[config.mk]
export PLATFORM = sky130hd
export DESIGN_NAME = trigger_qualifier
export DESIGN_NICKNAME = d
export VERILOG_FILES = /design/src/rtl/trigger_qualifier.sv
export SDC_FILE = /design/constraint.sdc
export NUM_CORES = 1
export LEC_CHECK = 0
export ABC_AREA = 1
export CAP_MARGIN = 0
export CORE_ASPECT_RATIO = 0.5
export CORE_MARGIN = 2
export CORE_UTILIZATION = 40
export CTS_CLUSTER_SIZE = 28
export DETAILED_ROUTE_END_ITERATION = 7
export PLACE_DENSITY = 0.63
export SYNTH_ARGS = -nofsm -noshare
export SYNTH_HDL_FRONTEND = slang
export SYNTH_SLANG_ARGS = --single-unit
[constraint.sdc]
create_clock -name clk -period 5.15 [get_ports clk]
set_input_delay 0.7725 -clock clk [delete_from_list [all_inputs] [get_ports clk]]
set_output_delay 0.7725 -clock clk [all_outputs]
set_load 0.1 [all_outputs]
[src/rtl/trigger_qualifier.sv]
// ----------------------------------------------------------------------------
// trigger_qualifier
//   Arms on a one-cycle enable, then watches an asynchronous trigger pin for a
//   qualified edge: the inactive level followed by the active level held for
//   trigger_length consecutive synchronized samples. On qualification a single
//   cycle `triggered` pulse is produced (it drives the glitch delay enable).
//   Supports polarity select, an armed-time timeout, abort and a saturating
//   diagnostic count of qualified triggers.
//
// Ports
//   clk             system clock (single domain)
//   reset_n         synchronous reset, active-low
//   enable          one-cycle arm request, only honoured in IDLE
//   abort           forces IDLE on the next edge, suppresses any pulse
//   in              asynchronous trigger pin
//   active_low      0: active level high, 1: active level low (latched at arm)
//   trigger_length  consecutive active samples required, 0 acts as 1 (latched)
//   timeout         maximum armed cycles, 0 = never (latched at arm)
//   triggered       one-cycle pulse on qualification (registered)
//   timed_out       one-cycle pulse on timeout (registered)
//   busy            high while ARMED or QUALIFY (registered)
//   state           0 IDLE, 1 ARMED, 2 QUALIFY, 3 FIRE
//   trigger_count   qualified triggers since reset, saturating at 16'hFFFF
// ----------------------------------------------------------------------------
module trigger_qualifier #(
    parameter int SYNC_STAGES = 2,
    parameter int CNT_W       = 32
) (
    input  logic             clk,
    input  logic             reset_n,
    input  logic             enable,
    input  logic             abort,
    input  logic             in,
    input  logic             active_low,
    input  logic [CNT_W-1:0] trigger_length,
    input  logic [CNT_W-1:0] timeout,
    output logic             triggered,
    output logic             timed_out,
    output logic             busy,
    output logic [1:0]       state,
    output logic [15:0]      trigger_count
);

    // A single-flop synchronizer is never acceptable, so clamp to two.
    localparam int SYNC_N = (SYNC_STAGES < 2) ? 2 : SYNC_STAGES;

    localparam logic [CNT_W-1:0] CNT_ZERO = {CNT_W{1'b0}};
    localparam logic [CNT_W-1:0] CNT_ONE  = {{(CNT_W-1){1'b0}}, 1'b1};

    typedef enum logic [1:0] {
        ST_IDLE    = 2'd0,
        ST_ARMED   = 2'd1,
        ST_QUALIFY = 2'd2,
        ST_FIRE    = 2'd3
    } state_t;

    state_t             state_q, state_d;
    logic [SYNC_N-1:0]  sync_q, sync_d;
    logic               active_low_q, active_low_d;
    logic [CNT_W-1:0]   len_q, len_d;
    logic [CNT_W-1:0]   timeout_q, timeout_d;
    logic               seen_inactive_q, seen_inactive_d;
    logic [CNT_W-1:0]   elapsed_q, elapsed_d;
    logic [CNT_W-1:0]   run_q, run_d;
    logic               triggered_q, triggered_d;
    logic               timed_out_q, timed_out_d;
    logic               busy_q, busy_d;
    logic [15:0]        trigger_count_q, trigger_count_d;

    logic               in_s;
    logic               act_s;
    logic [CNT_W-1:0]   run_next_s;
    logic [CNT_W-1:0]   elapsed_next_s;
    logic               timeout_hit_s;

    assign in_s  = sync_q[SYNC_N-1];
    assign act_s = in_s ^ active_low_q;

    assign triggered     = triggered_q;
    assign timed_out     = timed_out_q;
    assign busy          = busy_q;
    assign state         = state_q;
    assign trigger_count = trigger_count_q;

    // Next-state, datapath and registered-output computation.
    always_comb begin
        sync_d          = {sync_q[SYNC_N-2:0], in};
        state_d         = state_q;
        active_low_d    = active_low_q;
        len_d           = len_q;
        timeout_d       = timeout_q;
        seen_inactive_d = seen_inactive_q;
        elapsed_d       = elapsed_q;
        run_d           = run_q;
        timed_out_d     = 1'b0;

        run_next_s     = run_q + CNT_ONE;
        elapsed_next_s = elapsed_q + CNT_ONE;
        timeout_hit_s  = (timeout_q != CNT_ZERO) && (elapsed_next_s == timeout_q);

        case (state_q)
            ST_IDLE: begin
                if (enable) begin
                    active_low_d    = active_low;
                    len_d           = (trigger_length == CNT_ZERO) ? CNT_ONE : trigger_length;
                    timeout_d       = timeout;
                    seen_inactive_d = 1'b0;
                    elapsed_d       = CNT_ZERO;
                    run_d           = CNT_ZERO;
                    state_d         = ST_ARMED;
                end else begin
                    state_d = ST_IDLE;
                end
            end
            ST_ARMED: begin
                if (!act_s) begin
                    seen_inactive_d = 1'b1;
                end else if (seen_inactive_q) begin
                    // First active sample after an inactive one counts as sample 1.
                    if (len_q == CNT_ONE) begin
                        state_d = ST_FIRE;
                    end else begin
                        state_d = ST_QUALIFY;
                        run_d   = CNT_ONE;
                    end
                end else begin
                    // Pin was already active at arm time: wait for it to drop.
                    state_d = ST_ARMED;
                end
            end
            ST_QUALIFY: begin
                if (act_s) begin
                    if (run_next_s == len_q) begin
                        state_d = ST_FIRE;
                    end else begin
                        run_d = run_next_s;
                    end
                end else begin
                    state_d         = ST_ARMED;
                    seen_inactive_d = 1'b1;
                    run_d           = CNT_ZERO;
                end
            end
            ST_FIRE: begin
                state_d = ST_IDLE;
            end
            default: begin
                state_d = ST_IDLE;
            end
        endcase

        // Timeout only runs while waiting; elapsed is frozen when no timeout
        // is set so it can never wrap. A simultaneous qualification wins.
        if ((state_q == ST_ARMED) || (state_q == ST_QUALIFY)) begin
            if (timeout_q != CNT_ZERO) begin
                elapsed_d = elapsed_next_s;
            end else begin
                elapsed_d = elapsed_q;
            end
            if (timeout_hit_s && (state_d != ST_FIRE)) begin
                state_d     = ST_IDLE;
                timed_out_d = 1'b1;
            end else begin
                timed_out_d = 1'b0;
            end
        end else begin
            timed_out_d = 1'b0;
        end

        if (abort) begin
            state_d     = ST_IDLE;
            timed_out_d = 1'b0;
        end else begin
            timed_out_d = timed_out_d;
        end

        triggered_d = (state_d == ST_FIRE);
        busy_d      = (state_d == ST_ARMED) || (state_d == ST_QUALIFY);

        if (triggered_d && (trigger_count_q != 16'hFFFF)) begin
            trigger_count_d = trigger_count_q + 16'd1;
        end else begin
            trigger_count_d = trigger_count_q;
        end
    end

    // State and output registers with synchronous active-low reset.
    always_ff @(posedge clk) begin
        if (!reset_n) begin
            state_q         <= ST_IDLE;
            sync_q          <= {SYNC_N{1'b0}};
            active_low_q    <= 1'b0;
            len_q           <= CNT_ZERO;
            timeout_q       <= CNT_ZERO;
            seen_inactive_q <= 1'b0;
            elapsed_q       <= CNT_ZERO;
            run_q           <= CNT_ZERO;
            triggered_q     <= 1'b0;
            timed_out_q     <= 1'b0;
            busy_q          <= 1'b0;
            trigger_count_q <= 16'd0;
        end else begin
            state_q         <= state_d;
            sync_q          <= sync_d;
            active_low_q    <= active_low_d;
            len_q           <= len_d;
            timeout_q       <= timeout_d;
            seen_inactive_q <= seen_inactive_d;
            elapsed_q       <= elapsed_d;
            run_q           <= run_d;
            triggered_q     <= triggered_d;
            timed_out_q     <= timed_out_d;
            busy_q          <= busy_d;
            trigger_count_q <= trigger_count_d;
        end
    end

endmodule

==> results of run 1 <==
==> layout make-up <==
class	count	area, um2
Clock buffer	22	484
Clock inverter	10	164
Fill cell	2377	11700
Inverter	182	683
Multi-Input combinational cell	1089	5240
Sequential cell	153	3060
Tap cell	307	384
Timing Repair Buffer	96	941
==> power by group through the flow <==
stage          Combinational, uW  Clock [uW]  Sequential, uW
6_report                     438        1400            1320
5_1_grt                      496        1470            1330
4_1_cts                      437        1420            1320
3_5_place_dp                 435           0            1340
3_3_place_gp                 429           0            1340
2_1_floorplan                295           0            1330
==> kinds of logic (layout without fill, tap and decap cells) <==
kind of cell             after synthesis  count (layout)  share of synthesized area
AND/OR/NAND/NOR                      828             828                      0.396
adder cells (fa/ha/maj)                9               9                     0.0123
XOR/XNOR                              26              26                     0.0279
flip-flops                           153             153                      0.334
buffers and inverters                224             310                     0.0952
AO/OA/AOI/OAI                        226             226                      0.134
==> metal layers <==
layer  up-vias  global-route usage
met5         -                   0
met3        39              0.0379
li1       4880                   -
met4         0              0.0789
met2       229               0.379
met1      4331               0.310
==> path summary, 6_finish.rpt <==
path	start	end	slack [ps]	depth (start not counted)
min	sync_q[0]$_SDFF_PN0_	sync_q[1]$_SDFF_PN0_	420	2
max reg2reg	run_q[0]$_SDFFE_PN0P_	trigger_count[15]$_SDFFE_PN0P_	640	28
max	run_q[0]$_SDFFE_PN0P_	trigger_count[15]$_SDFFE_PN0P_	640	28
min reg2reg	sync_q[0]$_SDFF_PN0_	sync_q[1]$_SDFF_PN0_	420	2
==> state kept, by name, indices dropped and copies added, names as in the netlist, 2 cells and up <==
signal / count
elapsed_q: 32
len_q: 32
run_q: 32
state: 2
sync_q: 2
timeout_q: 32
trigger_count: 16
==> cells in the mapped netlist (all sizes together) <==
master / instances
inv: 181
nand4: 22
xnor2: 12
or2: 11
or3: 1
nor3: 28
a211oi: 26
o21bai: 1
and2: 2
ha: 9
a31oi: 1
clkinv: 1
o21a: 2
nor3b: 2
nand3b: 6
dfxtp: 153
nor2: 219
o21ai: 81
a21oi: 108
nand2: 414
o211ai: 1
a221oi: 4
o22ai: 2
clkbuf: 36
buf: 6
nor4: 13
xnor3: 2
nand3: 110
xor2: 12
==> worst max-delay path, delay by kind of cell (launching register included) <==
kind / cells / cell delay (ps)
AND/OR/NAND/NOR: 20 / 2810
adder cells (fa/ha/maj): 2 / 360
flip-flops: 1 / 440
buffers and inverters: 3 / 310
AO/OA/AOI/OAI: 3 / 490
==> through the flow <==
| step | power [uW] | setup slack, ps | cells | cell area (um2) |
|---|---|---|---|---|
| 2_1_floorplan | 1620 | 1260 | 1466 | 9160 |
| 3_3_place_gp | 1770 | 935 | 1827 | 10300 |
| 3_5_place_dp | 1780 | 693 | 1827 | 10300 |
| 4_1_cts | 3180 | 673 | 1859 | 11000 |
| 5_1_grt | 3290 | 108 | 1859 | 11000 |
| 6_report | 3160 | 644 | 1859 | 11000 |
==> out/qor.csv, run 1 <==
metric,value,unit
outcome,finished clean,
maxCapViolations,0,
slowest_delay,440,ps
p_leak,0.00443,uW
crit_path_start_kind,register,
grt_overflow,0,
gp_congestion,0.943,
finalSetupTns,0,ps
swShare,0.276,
place_hpwl,20.0,mm
clock-skew-final,8.91,ps
yosys-top-cells-area,"dfxtp_1 33%, nand2_1 17%, nor2_1 8.4%, inv_1 7.4%, nand3_1 6.0%",
cp_slowest_cell,dfxtp_1,
p_clk_frac,0.444,
whs,415,ps
cts_hold_buf,0,
synthesis.nets,1545,
grt_antenna_before_repair,0,
grt_pass1_wl,44.7,mm
endpoint_kind,register,
synth_seq_area_share,0.334,
yosys.area.top_type,dfxtp_1,
core_area,0.0226,mm2
pwr-share-seq,0.418,
die_w,218,um
cts.sinks,153,
drt.antenna.violating_nets,0,
clk_pin_slew,60,ps
worst_pin_slew,1030,ps
ys_types,42,
critPathRequiredTime,5500,ps
p_int,2290,uW
worstSetupPathType,reg -> reg,
hold_path.class,reg -> reg,
synth-seq-cells,153,
wl_per_cell,14.6,um
combPwrFrac,0.139,
cp_common_cell,nand2_1,
maxSlewViolCount,0,
htreeDepth,4,
final_common_cell,nand2_1,
dr.max_layer_used,met4,
drc,0,
routedLengthMet1,13.0,mm
cts_buffers,17,
initial_core_util,0.405,
ios,91,
via_count,9479,
worstPathArrival,4860,ps
syn_avg_cell_area,6.25,um2
power_per_cell_area,288,mW/mm2
num-nets-final,1618,
die-area,0.0242,mm2
dr.pass1.iters,5,
fin_util,0.484,
grt_max_degree,94,
finalCritPeriodShare,0.875,
via_per_inst,5.10,
area_growth,19.6,%
rsz0062_at_grt,no,
clock_tree.root_cell,clkbuf_16,
rows,39,
grt_usage,0.232,
routed_wirelength,27.2,mm
first_iter_violations,688,
diodes,0,
die_h,111,um
synth_top_area_frac,0.334,
setup_viol,0,
dr_wl_met2,12.4,mm
synth.yosys.warnings,0,
p_sw,870,uW
vdd_drop_max,0.186,mV
cts.repair.resized,0,
drive_gt1_frac,0.0586,
synthCells,1466,
syn-cell-area,0.00916,mm2
post_cts_buffers,0,
slew_headroom,0.314,
grt_pass1_vias,8965,
finalHoldViolations,0,
cts.path.max_buffers,2,
fmax,222,MHz
finalCriticalPeriod,4510,ps
crit_fanout,9,
worstSkewPairLatency,450,ps
route.met3.wl,1.23,mm
layout_common_cells,"406 x nand2_1, 205 x nor2_1, 180 x inv_1",
cts_tree,done,
portBuffers,90,
Note: power is estimated with default switching activity, not from simulation.
==> run 2: changes to the inputs <==
--- a/config.mk
+++ b/config.mk
@@ -12,6 +12,7 @@
 export CORE_UTILIZATION = 40
 export CTS_CLUSTER_SIZE = 28
 export DETAILED_ROUTE_END_ITERATION = 7
+export MAX_ROUTING_LAYER = met4
 export PLACE_DENSITY = 0.63
 export SYNTH_ARGS = -nofsm -noshare
 export SYNTH_HDL_FRONTEND = slang
==> out/qor.csv, run 2 (synthesis results as in run 1) <==
metric,value,unit
outcome,finished clean,
via_count,9447,
post_dp_cell_area,0.0103,mm2
path_buf_inv,3,
rows,39,
cts_tree,done,
slew_headroom,0.311,
power_per_cell_area,274,mW/mm2
worst_pin_slew,1030,ps
wl_per_cell,14.7,um
rsz0062_at_grt,no,
worstSetupPathType,reg -> reg,
finalHoldViolations,0,
die_w,218,um
fmax,224,MHz
cts.repair.resized,0,
rrSetupSlack,680,ps
layout_common_cells,"406 x nand2_1, 205 x nor2_1, 180 x inv_1",
drc,0,
setup_viol,0,
num-fill-cells,2343,
clock-skew-final,10.1,ps
cts_buffers,17,
die-area,0.0242,mm2
endpoint_kind,register,
initial_core_util,0.405,
min_delay_path_depth,2,
final_common_cell,nand2_1,
drt.antenna.violating_nets,0,
p_leak,0.00438,uW
cp_common_cell,nand2_1,
cts_hold_buf,0,
portBuffers,90,
startpoint,run_q[0]$_SDFFE_PN0P_,
routed_wirelength,27.3,mm
worstPathArrival,4830,ps
clk_pin_slew,70,ps
gp_congestion,0.965,
cp_top_family,simple AND/OR/NAND/NOR gates,
grt_pass1_wl,45.0,mm
min_from,sync_q[0]$_SDFF_PN0_,
grt_antenna_before_repair,0,
r2r_cells,28,
cts.path.max_buffers,2,
area_growth,18.7,%
drive_gt1_frac,0.0593,
maxSlewViolCount,0,
fin_area,0.0109,mm2
num-nets-final,1618,
finalSetupTns,0,ps
r2r-start,run_q[0]$_SDFFE_PN0P_,
crit_path_start_kind,register,
whs_endpoint,sync_q[1]$_SDFF_PN0_,
post_cts_buffers,0,
hold_path.class,reg -> reg,
grt_max_degree,94,
maxCapViolations,0,
core_area,0.0226,mm2
r2r_end,trigger_count[15]$_SDFFE_PN0P_,
grt_overflow,0,
first_iter_violations,683,
slowest_delay,440,ps
worstSkewPairLatency,450,ps
crit_fanout,9,
clock_tree.root_cell,clkbuf_16,
via_per_inst,5.08,
finalCritPeriodShare,0.868,
ios,91,
vdd_drop_max,0.192,mV
critPathRequiredTime,5510,ps
cp_slowest_cell,dfxtp_1,
grt_pass1_vias,8953,
place_hpwl,20.1,mm
finalCriticalPeriod,4470,ps
die_h,111,um
grt_usage,0.240,
cts.sinks,153,
htreeDepth,4,
dr.pass1.iters,6,
run 2: metal layers:
metal / vias up / GRT usage / share of wire
li1: 4889 / - / -
met1: 4300 / 0.311 / 0.47
met4: 0 / 0.0739 / 0.018
met3: 34 / 0.0403 / 0.050
met5: - / - / 0
met2: 224 / 0.382 / 0.46
run 2: layout make-up:
| cell class | instances | area, um2 | share of cell area |
|---|---|---|---|
| multi-input combinational | 1089 | 5240 | 0.482 |
| sequential | 153 | 3060 | 0.282 |
| timing repair buffer | 96 | 941 | 0.0865 |
| inverter | 182 | 683 | 0.0628 |
| clock buffer | 17 | 425 | 0.0391 |
| tap | 307 | 384 | 0.0353 |
| clock inverter | 15 | 138 | 0.0127 |
| antenna | 1 | 2.50 | 0.000230 |
run 2: per-stage QoR:
stage                     std cells  total power [uW]  utilization  setup slack [ps]  hold slack, ps
after floorplan                1466              1620            -              1260             390
after global placement         1827              1770        0.455               932             399
after detailed placement       1827              1780        0.455               724             409
after CTS                      1859              3000        0.480               720             427
after global routing           1859              3120        0.480              55.5             467
final                          1860              2980        0.480               679             425
run 2: worst register-to-register path, delay by kind of cell, from the launching register on:
family,cells,cell delay (ps)
DFF,1,440
and+or+nand+nor,20,2840
buffers and inverters,3,330
AOI/OAI and AO/OA,3,440
adders and majority gates,2,370
run 2: how the worst max path moves through the flow:
stage | endpoint | slack (ps) | cells after the start
global route | trigger_count[15]$_SDFFE_PN0P_ | 60 | 26
detailed placement | trigger_count[15]$_SDFFE_PN0P_ | 720 | 28
global placement | trigger_count[15]$_SDFFE_PN0P_ | 930 | 28
finish | trigger_count[15]$_SDFFE_PN0P_ | 680 | 28
floorplan | trigger_count[15]$_SDFFE_PN0P_ | 1260 | 28
CTS | trigger_count[15]$_SDFFE_PN0P_ | 720 | 28
run 2: power breakdown:
group	switching [uW]	total (uW)	internal [uW]
combinational	267	437	170
clock	585	1220	636
sequential	67.0	1320	1250
total	919	2980	2060
